File: src/rtl/wb_pkg.sv
// rtl/wb_pkg.sv - writeback control word layout and branch-type encodings
package wb_pkg;

  localparam int WB_REGW  = 0;
  localparam int WB_M2R   = 1;
  localparam int WB_IMM   = 2;
  localparam int WB_FLAGW = 3;
  localparam int WB_BR_LO = 4;
  localparam int WB_BR_HI = 5;

  localparam logic [1:0] BR_NONE   = 2'b00;
  localparam logic [1:0] BR_Z      = 2'b01;
  localparam logic [1:0] BR_N      = 2'b10;
  localparam logic [1:0] BR_ALWAYS = 2'b11;

  // Condition is resolved against the architectural flags held before this instruction.
  function automatic logic br_cond(input logic [1:0] br, input logic n, input logic z);
    case (br)
      BR_Z:      return z;
      BR_N:      return n;
      BR_ALWAYS: return 1'b1;
      default:   return 1'b0;
    endcase
  endfunction

endpackage

File: src/rtl/wb_squash_ctr.sv
// rtl/wb_squash_ctr.sv - down-counter tracking wrong-path instructions left to discard
module wb_squash_ctr (
  input  logic       clock,
  input  logic       reset_n,
  input  logic       load,
  input  logic [2:0] load_val,
  input  logic       dec,
  output logic [2:0] count,
  output logic       zero
);

  always_ff @(posedge clock) begin
    if (!reset_n) begin
      count <= 3'd0;
    end else if (load) begin
      count <= load_val;
    end else if (dec && (count != 3'd0)) begin
      count <= count - 3'd1;
    end
  end

  assign zero = (count == 3'd0);

endmodule

File: src/rtl/wb_stage.sv
// rtl/wb_stage.sv - writeback stage: register-file write, flags, branch resolve, squash
module wb_stage
  import wb_pkg::*;
#(
  parameter int FLUSH_DEPTH = 3
) (
  input  logic        clock,
  input  logic        reset_n,
  input  logic [31:0] iDMEM,
  input  logic [31:0] iALU,
  input  logic [31:0] iI,
  input  logic [5:0]  iRd,
  input  logic [6:0]  iWB,
  input  logic        iN,
  input  logic        iZ,
  output logic        rf_we,
  output logic [5:0]  rf_waddr,
  output logic [31:0] rf_wdata,
  output logic        flag_n,
  output logic        flag_z,
  output logic        br_taken,
  output logic [31:0] br_target,
  output logic        flush,
  output logic [31:0] retired
);

  logic [2:0]  sq;
  logic        sq_zero;
  logic        active;
  logic        take;
  logic [31:0] wdata;
  logic        wb_unused;

  assign wb_unused = iWB[6];

  // Anything arriving while the squash counter runs is wrong-path and dropped.
  assign active = sq_zero && (iWB != 7'd0);
  assign take   = active && br_cond(iWB[WB_BR_HI:WB_BR_LO], flag_n, flag_z);

  always_comb begin
    wdata = iALU;
    if (iWB[WB_M2R])      wdata = iDMEM;
    else if (iWB[WB_IMM]) wdata = iI;
  end

  wb_squash_ctr u_squash (
    .clock    (clock),
    .reset_n  (reset_n),
    .load     (take),
    .load_val (3'(FLUSH_DEPTH)),
    .dec      (!sq_zero),
    .count    (sq),
    .zero     (sq_zero)
  );

  assign flush = !sq_zero;

  always_ff @(posedge clock) begin
    if (!reset_n) begin
      rf_we     <= 1'b0;
      rf_waddr  <= 6'd0;
      rf_wdata  <= 32'd0;
      flag_n    <= 1'b0;
      flag_z    <= 1'b0;
      br_taken  <= 1'b0;
      br_target <= 32'd0;
      retired   <= 32'd0;
    end else begin
      rf_we    <= active && iWB[WB_REGW];
      rf_waddr <= iRd;
      rf_wdata <= wdata;
      br_taken <= take;
      if (take) br_target <= iALU;
      if (active && iWB[WB_FLAGW]) begin
        flag_n <= iN;
        flag_z <= iZ;
      end
      if (active) retired <= retired + 32'd1;
    end
  end

endmodule

File: config.mk
export PLATFORM = sky130hd
export DESIGN_NAME = wb_stage
export DESIGN_NICKNAME = d
export VERILOG_FILES = /design/src/rtl/wb_pkg.sv /design/src/rtl/wb_squash_ctr.sv /design/src/rtl/wb_stage.sv
export SDC_FILE = /design/constraint.sdc
export NUM_CORES = 1
export LEC_CHECK = 0
export CAP_MARGIN = 20
export CORE_MARGIN = 2
export CORE_UTILIZATION = 45
export CTS_BUF_LIST = sky130_fd_sc_hd__clkbuf_8
export DETAILED_ROUTE_END_ITERATION = 10
export PLACE_DENSITY = 0.94
export SYNTH_ARGS = -nofsm -noshare
export SYNTH_HDL_FRONTEND = slang
export SYNTH_SLANG_ARGS = --single-unit
File: constraint.sdc
create_clock -name clock -period 4.8 [get_ports clock]
set_input_delay 0.96 -clock clock [delete_from_list [all_inputs] [get_ports clock]]
set_output_delay 0.96 -clock clock [all_outputs]
set_load 0.01 [all_outputs]
---- Yosys cells after proc, flatten, opt, wreduce, memory -nomap -nowiden ----
Index checks and enable logic that the tools add are counted.
operators by class
  $add $sub $neg .......................... 2
  $mul .................................... 0
  div/mod/pow operators ................... 0
  magnitude comparators ................... 0
  equality and inequality tests ........... 3
  shift-type cells ........................ 0
  muxes and demuxes ....................... 5
  bitwise logic cells ..................... 1
  reduce and logical (&&, ||, !) cells .... 11
operator list
  kind                                                 count
  2-to-1 mux 32 bit                                    2
  adder 32 x 1 -> 32 bit, second input constant        1
  nonzero test 7 bit                                   1
  logical AND 1 bit                                    5
  equality test 2 bit, second input constant           2
  2-to-1 mux 2 bit                                     2
  logical NOT 3 bit                                    1
  one-hot mux 1 bit (3 select lines)                   1
  nonzero test 3 bit                                   1
  subtractor 3 x 1 -> 3 bit, second input constant     1
  equality test 2 x 1 -> 1 bit, second input constant  1
  nonzero test 2 bit                                   1
  OR reduction 2 bit                                   1
  logical NOT 1 bit                                    1
  inverter 1 bit                                       1
storage, ports and cells
  flip-flop bits (word level) ............. 109
  bits in latches ......................... 0
  memory bits (writable) .................. 0
  ROM bits ................................ 0
  word-level logic and storage cells ...... 32
  memories kept ........................... 0

---- Logic depth before layout (Yosys ltp) ----
Gate-level depths: netlist of run 1.
  depth in word-level cells ............... 5
  mapped depth ............................ 8

---- Modules after synthesis ----
Synthesis of run 1 repeated with hierarchy kept, for this count alone.
second synthesis, totals
  cells, all modules ...................... 558
  area total of the unflattened synthesis .. 4670.7 um2
modules (own cells, without submodules)
  module         times used  cells each  area an instance (um2)
  wb_stage       1           537         4485.6
  wb_squash_ctr  1           21          185.2

---- Worst setup path before layout of run 1 ----
OpenSTA, ideal clock, no wires.
  path kind ............................... input to register
  start ................................... input port iWB[2]
  end ..................................... register br_target[10]
  library setup time ...................... 0.117 ns
  arrival ................................. 2.542 ns
  data required time ...................... 4.683 ns
  setup slack ............................. 2.142 ns
  cell stages on the path ................. 8
  cells stage by stage .................... buf_6 or4_1 buf_2 o21a_4 and3_4 buf_6 buf_6 a22o_1
between the ends
  longest elaborated chain between the ends .. 3
ends and longest elaborated chain
  what                  RTL line        RTL
  start, declared       wb_stage.sv:13  input logic [6:0] iWB,
  nonzero test 7 bit    wb_stage.sv:37  assign active = sq_zero && (iWB != 7'd0);
  logical AND 1 bit     wb_stage.sv:37
  logical AND 1 bit     wb_stage.sv:38  assign take = active && br_cond(iWB[WB_BR_HI:WB_BR_LO], flag_n, flag_z);
  end signal, assigned  wb_stage.sv:73  if (take) br_target <= iALU;
  end, declared         wb_stage.sv:22  output logic [31:0] br_target,
Every way passes these cells.
A chain may end at the register's enable or synchronous reset.

---- Worst setup path after layout of run 1 ----
  start ................................... register u_squash.count[0]
  end ..................................... output port flush
between the ends
  longest elaborated chain between the ends .. 2
ends and longest elaborated chain
  what                    RTL line             RTL
  start, declared         wb_squash_ctr.sv:8   output logic [2:0] count,
  start signal, assigned  wb_squash_ctr.sv:16  count <= load_val;
  start signal, assigned  wb_squash_ctr.sv:18  count <= count - 3'd1;
  logical NOT 3 bit       wb_squash_ctr.sv:22  assign zero = (count == 3'd0);
  logical NOT 1 bit       wb_stage.sv:56       assign flush = !sq_zero;
  end, declared           wb_stage.sv:23       output logic flush,
Every way passes these cells.

==> results of run 1 <==
==> cell usage after synthesis (all sizes together) <==
cell     number
o211ai        2
or4          15
a21oi        59
clkbuf       24
and2          9
nor2         74
a21o          1
dfxtp       109
or3           8
and3b         1
buf          12
nand2b        7
nand4         8
o2111ai       2
xnor2         3
or4b          1
or2           2
a22o         32
inv           7
ha            3
nand3        13
nor3          1
o31ai        12
xor2          2
and4          3
or4bb         1
o41ai         2
and3          6
clkinv        1
mux2i        40
o21ai         9
nor2b         2
nor4          5
o21a          1
nand2        21
==> power groups by stage <==
stage | clock network [mW] | logic, mW | registers [mW]
finish | 0.577 | 0.604 | 1.04
global route | 0.621 | 0.654 | 1.05
CTS | 0.588 | 0.607 | 1.04
detailed placement | 0 | 0.603 | 1.06
global placement | 0 | 0.585 | 1.06
floorplan | 0 | 0.268 | 1.09
==> path summary, 6_finish.rpt <==
check	from	to	slack [ps]	cells after the start
setup / recovery	u_squash.count[0]	flush	1530	5
hold / removal	u_squash.count[1]	u_squash.count[1]	470	2
setup reg to reg	u_squash.count[0]	retired[29]	2170	6
hold reg to reg	u_squash.count[1]	u_squash.count[1]	470	2
==> sequential cells by signal, indices dropped and copies added, names as in the netlist, 3 cells and up <==
| signal | flops |
|---|---|
| br_target | 32 |
| u_squash.count | 3 |
| rf_wdata | 32 |
| retired | 32 |
| rf_waddr | 6 |
==> metal layers <==
metal,routed length (µm),share of wire (%),vias up,global-route usage [%]
li1,-,-,2182,-
met1,5330,37,2148,27.3
met2,7420,52,204,46.1
met3,1150,8.0,31,7.61
met4,376,2.6,0,9.43
met5,0,0,-,0
==> final cells by class <==
class                   instances  area [µm²]
clock buffers                   9         124
clock inverters                 7        81.3
fillers                       727        2850
inverters                       8        30.0
multi-input cells             345        2170
flip-flops and latches        109        2180
well taps                     133         166
repair buffers                224        2220
==> worst max-delay path, stage by stage (launching register included) <==
cell and delay, ps:
dfxtp_1 330, inv_1 80, ha_1 170, nor2b_1 650, inv_1 190, clkdlybuf4s50_1 530
==> logic make-up (layout without fill, tap and decap cells) <==
kind of cell | after synthesis | count (layout) | synth area share (%)
DFF | 109 | 109 | 47.7
buffers and inverters | 44 | 248 | 4.79
muxes | 40 | 40 | 8.76
and+or+nand+nor | 177 | 177 | 19.6
adders and majority gates | 3 | 3 | 0.821
AOI/OAI and AO/OA | 120 | 120 | 17.4
xor gates and xnor gates | 5 | 5 | 0.958
==> run_results.csv, run 1 <==
group,metric,value,unit
layout,postLayoutCellArea,0.00697,mm²
logic_synthesis,yosysUniqueCellTypes,41,
routing,wirelength,14300,µm
power_and_ir_drop,totalPowerFinal,2.22,mW
routing,drt-initial-drc-count,159,
routing,drtAntennaViolNets,0,
power_and_ir_drop,powerDensity,319,mW/mm²
clocking,ctsHoldBuffers,0,
worst_setup_path,path_class,"reg -> out",
worst_setup_path,startpoint_type,"register",
clocking,cts_root_buf,"clkbuf_8",
layout,syn_to_final_growth,52.6,%
clocking,cts_tree,"built",
sta,setup_ws,1530,ps
sta,fin_hold_ws,474,ps
worst_setup_path,crit_path_end_kind,"output port",
sta,rsz0062_at_grt,"no",
die,core_area,0.00982,mm²
worst_setup_path,required,3840,ps
power_and_ir_drop,p_switching,0.655,mW
clocking,htreeDepth,3,
die,die_w,105,µm
layout,layout_commonest_cell,"clkdlybuf4s50_1",
clocking,clk-insertion-delay-late,370,ps
placed_design,gp_congestion,0.907,
hold_path,hp-class,"reg -> reg",
power_and_ir_drop,p_leak,2.59,nW
logic_synthesis,syn_avg_cell_area,9.18,µm²
routing,drt_pass1_iterations,4,
global_routing,grt_max_degree,65,
global_routing,grt_pass1_wl,22500,µm
global_routing,grt_pass1_vias,4661,
clocking,cts_resized,0,
logic_synthesis,synth.yosys.seq_area_share,47.7,%
sta,drv_slew,0,
sta,finalCritPeriodShare,68.0,%
placed_design,io_buffers,219,
clocking,clkTransAtPathRegs,100,ps
global_routing,grt_overflow,0,
die,top_level_ports,220,
logic_synthesis,yosys.area.top_type,"dfxtp_1",
die,die_area,0.0110,mm²
worst_setup_path,cp_max_fo,11,
logic_synthesis,yosysWarningCount,0,
worst_setup_path,cp.arrival,2310,ps
layout,mostFrequentLayoutCells,"clkdlybuf4s50_1, dfxtp_1, nor2_1",
global_routing,antenna_found_initial,0,
sta,fmax,306,MHz
clocking,clock_sinks,109,
logic_synthesis,synth_cells,498,
layout,postLayoutCoreUtil,71.0,%
power_and_ir_drop,comb_power_share,27.2,%
logic_synthesis,syn_area,0.00457,mm²
power_and_ir_drop,intPower,1.57,mW
sta,skew,10.8,ps
clocking,cts_buffers,9,
logic_synthesis,synth_top_area_share,47.7,%
logic_synthesis,synth_fp_nets,614,
routing,drc,0,
sta,finalHoldViolCount,0,
routing,vias,4565,
layout,fin_cells,835,
power_and_ir_drop,irDropWorstVdd,0.166,mV
global_routing,grt_usage,25.3,%
placed_design,hpwl,10600,µm
layout,n_antenna_cell,0,
routing,wl_per_cell,17.1,µm
sta,relSlewSlack,33.7,%
power_and_ir_drop,sw_frac_of_total,29.5,%
flow_run,max_cap_viol_count,0,
outcome,status,"completed",
die,die_h,105,µm
placed_design,dp_slack,1440,ps
clocking,clock_tree.buffer_depth,2,
sta,period_minus_slack,3270,ps
layout,final_layout_size_suffix_gt1_share,4.42,%
power_and_ir_drop,seq_power_share,46.8,%
clocking,post_cts_buffers,0,
placed_design,post_dp_cell_area,0.00677,mm²
layout,final_nets,813,
routing,routed_via_density,5.47,
power_and_ir_drop,clockPowerShare,26.0,%
sta,worst_pin_slew,984,ps
die,rows,36,
sta,setup_viol,0,
logic_synthesis,ys_ff_latch,109,
die,start_util,46.5,%
placed_design,dp.cells,819,
logic_synthesis,synth.area.top_cells,"dfxtp_1, mux2i_1, a21oi_1",
sta,setup_tns,0,ps
Power figures use the tool's default switching activity.
==> inputs of run 2 (changes only) <==
Settings changed: CORE_UTILIZATION 45 to 42, PLACE_DENSITY 0.94 to 0.89.
Clock period 4.8 ns to 3.15 ns, I/O delays scaled along.
==> run_results.csv, run 2 (synthesized netlist as in run 1, its figures left out) <==
group,metric,value,unit
routing,routed_via_density,5.27,
placed_design,dp.cells,829,
power_and_ir_drop,powerDensity,483,mW/mm²
worst_setup_path,worst_path_max_delay_cell,"clkdlybuf4s50_1",
worst_setup_path,cp_max_fo,5,
global_routing,grt_pass1_vias,4609,
placed_design,hpwl,10300,µm
clocking,clk-insertion-delay-late,360,ps
worst_setup_path,required,2520,ps
placed_design,gp_congestion,0.921,
clocking,clock_sinks,109,
layout,n_antenna_cell,0,
die,die_w,108,µm
routing,drt_pass1_iterations,5,
sta,drv_slew,0,
sta,finalCritPeriodShare,81.0,%
sta,setup_viol,0,
clocking,cts_buffers,9,
die,start_util,42.5,%
worst_setup_path,path_class,"reg -> out",
power_and_ir_drop,irDropWorstVdd,0.235,mV
sta,relSlewSlack,55.4,%
layout,syn_to_final_growth,53.5,%
worst_setup_path,startpoint_type,"register",
power_and_ir_drop,p_leak,2.60,nW
layout,final_layout_size_suffix_gt1_share,4.82,%
worst_setup_path,cp_common_cell,"inv_1",
sta,period_minus_slack,2550,ps
sta,worst_pin_slew,669,ps
hold_path,hp-class,"reg -> reg",
clocking,cts_root_buf,"clkbuf_8",
layout,mostFrequentLayoutCells,"clkdlybuf4s50_1, dfxtp_1, nor2_1",
die,die_h,108,µm
global_routing,grt_pass1_wl,22200,µm
routing,vias,4451,
worst_setup_path,slowest_delay,510,ps
global_routing,grt_max_degree,65,
layout,final_nets,816,
clocking,post_cts_buffers,0,
die,rows,38,
sta,fmax,392,MHz
outcome,status,"completed",
sta,rsz0062_at_grt,"no",
clocking,ctsHoldBuffers,0,
clocking,htreeDepth,3,
worst_setup_path,rr_worst_depth,7,
clocking,cts_resized,0,
worst_setup_path,cp.arrival,1920,ps
flow_run,max_cap_viol_count,0,
layout,layout_commonest_cell,"clkdlybuf4s50_1",
global_routing,grt_overflow,0,
routing,drt-initial-drc-count,271,
routing,wl_per_cell,16.4,µm
layout,biggestRegsByFlops,"br_target: 32 flops, retired: 32 flops, rf_wdata: 32 flops",
worst_setup_path,crit_path_end_kind,"output port",
die,die_area,0.0117,mm²
routing,wirelength,13800,µm
die,core_area,0.0107,mm²
die,top_level_ports,220,
global_routing,grt_usage,23.9,%
sta,skew,10.8,ps
sta,setup_tns,0,ps
global_routing,antenna_found_initial,0,
worst_setup_path,crit_chain,"inv_1 > ha_1 > nor2b_1 > inv_1 > clkdlybuf4s50_1",
clocking,clock_tree.buffer_depth,2,
routing,drc,0,
placed_design,io_buffers,219,
hold_path,worst_hold_path.num_cells,2,
clocking,cts_tree,"built",
clocking,clkTransAtPathRegs,100,ps
sta,finalHoldViolCount,0,
routing,drtAntennaViolNets,0,
layout,fin_cells,845,
-- run 2: per-stage QoR --
stage                     hold slack (ps)  instance area, µm²  total power, mW  util (%)  setup slack, ps
after floorplan                       438                4570             2.06         -              822
after global placement                448                6810             2.52      63.4              466
after detailed placement              461                6810             2.55      63.4              409
after CTS                             476                7020             3.42      65.3              575
after global routing                  504                7020             3.57      65.3              471
final                                 474                7020             3.39      65.3              597
-- run 2: critical path: cells and delay by family (launching register included) --
kind | cells | cell delay, ps
buffers and inverters | 3 | 720
and+or+nand+nor | 1 | 320
adders and majority gates | 1 | 180
DFF | 1 | 330
-- run 2: cell type report --
cell class / instances / area (µm²)
clock inverter: 7 / 80.1
timing repair buffer: 227 / 2250
multi-input combinational: 345 / 2170
sequential: 109 / 2180
tap: 140 / 175
fill: 846 / 3730
inverter: 8 / 30.0
clock buffer: 9 / 124
-- run 2: layer usage --
layer  track usage [%]  up-vias  routed length [µm]
li1                  -     2196                   -
met1              26.6     2067                5340
met2              43.4      180                7330
met3              5.79        8                1060
met4              9.62        0                  99
met5                 0        -                   0
-- run 2: path summary, 6_finish.rpt --
path              slack [ps]                end              start
setup / recovery         600              flush  u_squash.count[0]
hold / removal           470  u_squash.count[1]  u_squash.count[1]
setup reg to reg         850        retired[25]  u_squash.count[0]
hold reg to reg          470  u_squash.count[1]  u_squash.count[1]
-- run 2: report_power, final --
group / internal [mW] / leakage, nW / switching [mW]
combinational: 0.519 / 1.61 / 0.414
sequential: 1.51 / 0.892 / 0.0804
clock: 0.379 / 0.0973 / 0.490
total: 2.40 / 2.60 / 0.984
==> inputs of run 3 (changes only) <==
Clock period 3.15 ns to 2.6 ns, I/O delays scaled along.
==> run_results.csv, run 3 (synthesized netlist as in run 1, its figures left out) <==
group,metric,value,unit
worst_setup_path,startpoint_type,"register",
sta,setup_viol,0,
die,start_util,42.5,%
routing,wl_per_cell,16.4,µm
power_and_ir_drop,p_leak,2.63,nW
clocking,cts_root_buf,"clkbuf_8",
worst_setup_path,path_class,"reg -> out",
placed_design,io_buffers,219,
clocking,clk-insertion-delay-late,370,ps
sta,fmax,421,MHz
worst_setup_path,crit_chain,"inv_1 > ha_1 > nor2b_1 > inv_1 > clkdlybuf4s50_1",
sta,finalCritPeriodShare,91.5,%
sta,skew,16.1,ps
worst_setup_path,cp_num_buf_inv,3,
clocking,cts_resized,0,
routing,routed_via_density,5.43,
global_routing,antenna_found_initial,0,
clocking,post_cts_buffers,0,
layout,biggestRegsByFlops,"br_target: 32 flops, retired: 32 flops, rf_wdata: 32 flops",
routing,drc,0,
placed_design,hpwl,10400,µm
layout,layout_commonest_cell,"clkdlybuf4s50_1",
layout,final_nets,822,
worst_setup_path,crit_path_end_kind,"output port",
die,die_h,108,µm
sta,drv_slew,0,
layout,fillCellCount,877,
flow_run,max_cap_viol_count,0,
power_and_ir_drop,powerDensity,593,mW/mm²
layout,mostFrequentLayoutCells,"clkdlybuf4s50_1, dfxtp_1, nor2_1",
worst_setup_path,slowest_delay,550,ps
global_routing,grt_pass1_wl,21900,µm
layout,n_antenna_cell,0,
die,die_area,0.0117,mm²
clocking,ctsHoldBuffers,0,
worst_setup_path,required,2080,ps
outcome,status,"completed",
worst_setup_path,cp.arrival,1860,ps
hold_path,hp-class,"reg -> reg",
power_and_ir_drop,irDropWorstVdd,0.344,mV
die,core_area,0.0107,mm²
clocking,htreeDepth,3,
placed_design,gp_congestion,0.926,
global_routing,grt_pass1_vias,4495,
routing,drtAntennaViolNets,0,
sta,finalHoldViolCount,0,
die,rows,38,
sta,setup_tns,0,ps
worst_setup_path,cp_max_fo,3,
die,top_level_ports,220,
routing,drt-initial-drc-count,278,
sta,fin_hold_ws,479,ps
die,die_w,108,µm
layout,final_layout_size_suffix_gt1_share,5.63,%
worst_setup_path,cp_common_cell,"inv_1",
routing,drt_pass1_iterations,5,
clocking,cts_buffers,9,
layout,syn_to_final_growth,54.7,%
sta,relSlewSlack,57.5,%
sta,worst_pin_slew,637,ps
global_routing,grt_overflow,0,
layout,fin_cells,851,
sta,period_minus_slack,2380,ps
routing,wirelength,13900,µm
global_routing,grt_max_degree,65,
clocking,clock_tree.buffer_depth,2,
routing,vias,4622,
layout,postLayoutCoreUtil,65.8,%
worst_setup_path,cpLargestDelayFamily,"buffers and inverters",
clocking,cts_tree,"built",
placed_design,dp.cells,835,
global_routing,grt_usage,23.7,%
worst_setup_path,worst_path_max_delay_cell,"clkdlybuf4s50_1",
sta,rsz0062_at_grt,"no",
clocking,clock_sinks,109,
clocking,clkTransAtPathRegs,110,ps
-- run 3: cell count changes in the layout (fill, tap and decap cells not counted), sizes merged --
cell / change
buf: +6
inv: -1
clkbuf: +2
clkinvlp: -1
-- run 3: report_power, final --
part | internal (mW) | switching, mW
clock | 0.509 | 0.595
sequential | 1.82 | 0.0886
combinational | 0.651 | 0.521
-- run 3: worst reg2reg max path: cells and delay by family (launching register included) --
| kind | cells | cell delay [ps] |
|---|---|---|
| AND/OR/NAND/NOR | 3 | 1190 |
| adder cells (fa/ha/maj) | 1 | 250 |
| AO/OA/AOI/OAI | 1 | 160 |
| flip-flops | 1 | 460 |
-- run 3: final cells by class --
| type | instances | area [µm²] | area share (%) |
|---|---|---|---|
| Sequential cell | 109 | 2180 | 30.9 |
| Timing Repair Buffer | 233 | 2300 | 32.5 |
| Inverter | 8 | 30.0 | 0.425 |
| Tap cell | 140 | 175 | 2.48 |
| Clock buffer | 11 | 151 | 2.14 |
| Clock inverter | 5 | 63.8 | 0.902 |
| Multi-Input combinational cell | 345 | 2170 | 30.7 |
-- run 3: final timing paths --
path	startpoint	end	slack (ps)	depth (start not counted)
max	u_squash.count[0]	flush	220	5
min	u_squash.count[1]	u_squash.count[1]	480	2
max reg2reg	retired[1]	retired[22]	470	5
min reg2reg	u_squash.count[1]	u_squash.count[1]	480	2
-- run 3: metrics by stage --
step	total power, mW	area, µm²	setup slack [ps]
floorplan	2.50	4570	382
global placement	3.08	6860	151
detailed placement	3.12	6860	108
CTS	4.23	7070	208
global route	4.39	7070	155
finish	4.19	7070	222
-- run 3: layer usage --
metal | vias to the layer above | global-route usage [%] | share of wire, %
met5 | - | 0 | 0
met4 | 0 | 8.79 | 1.9
met3 | 24 | 5.49 | 8.3
met2 | 228 | 43.8 | 52
met1 | 2169 | 26.2 | 38
li1 | 2201 | - | -
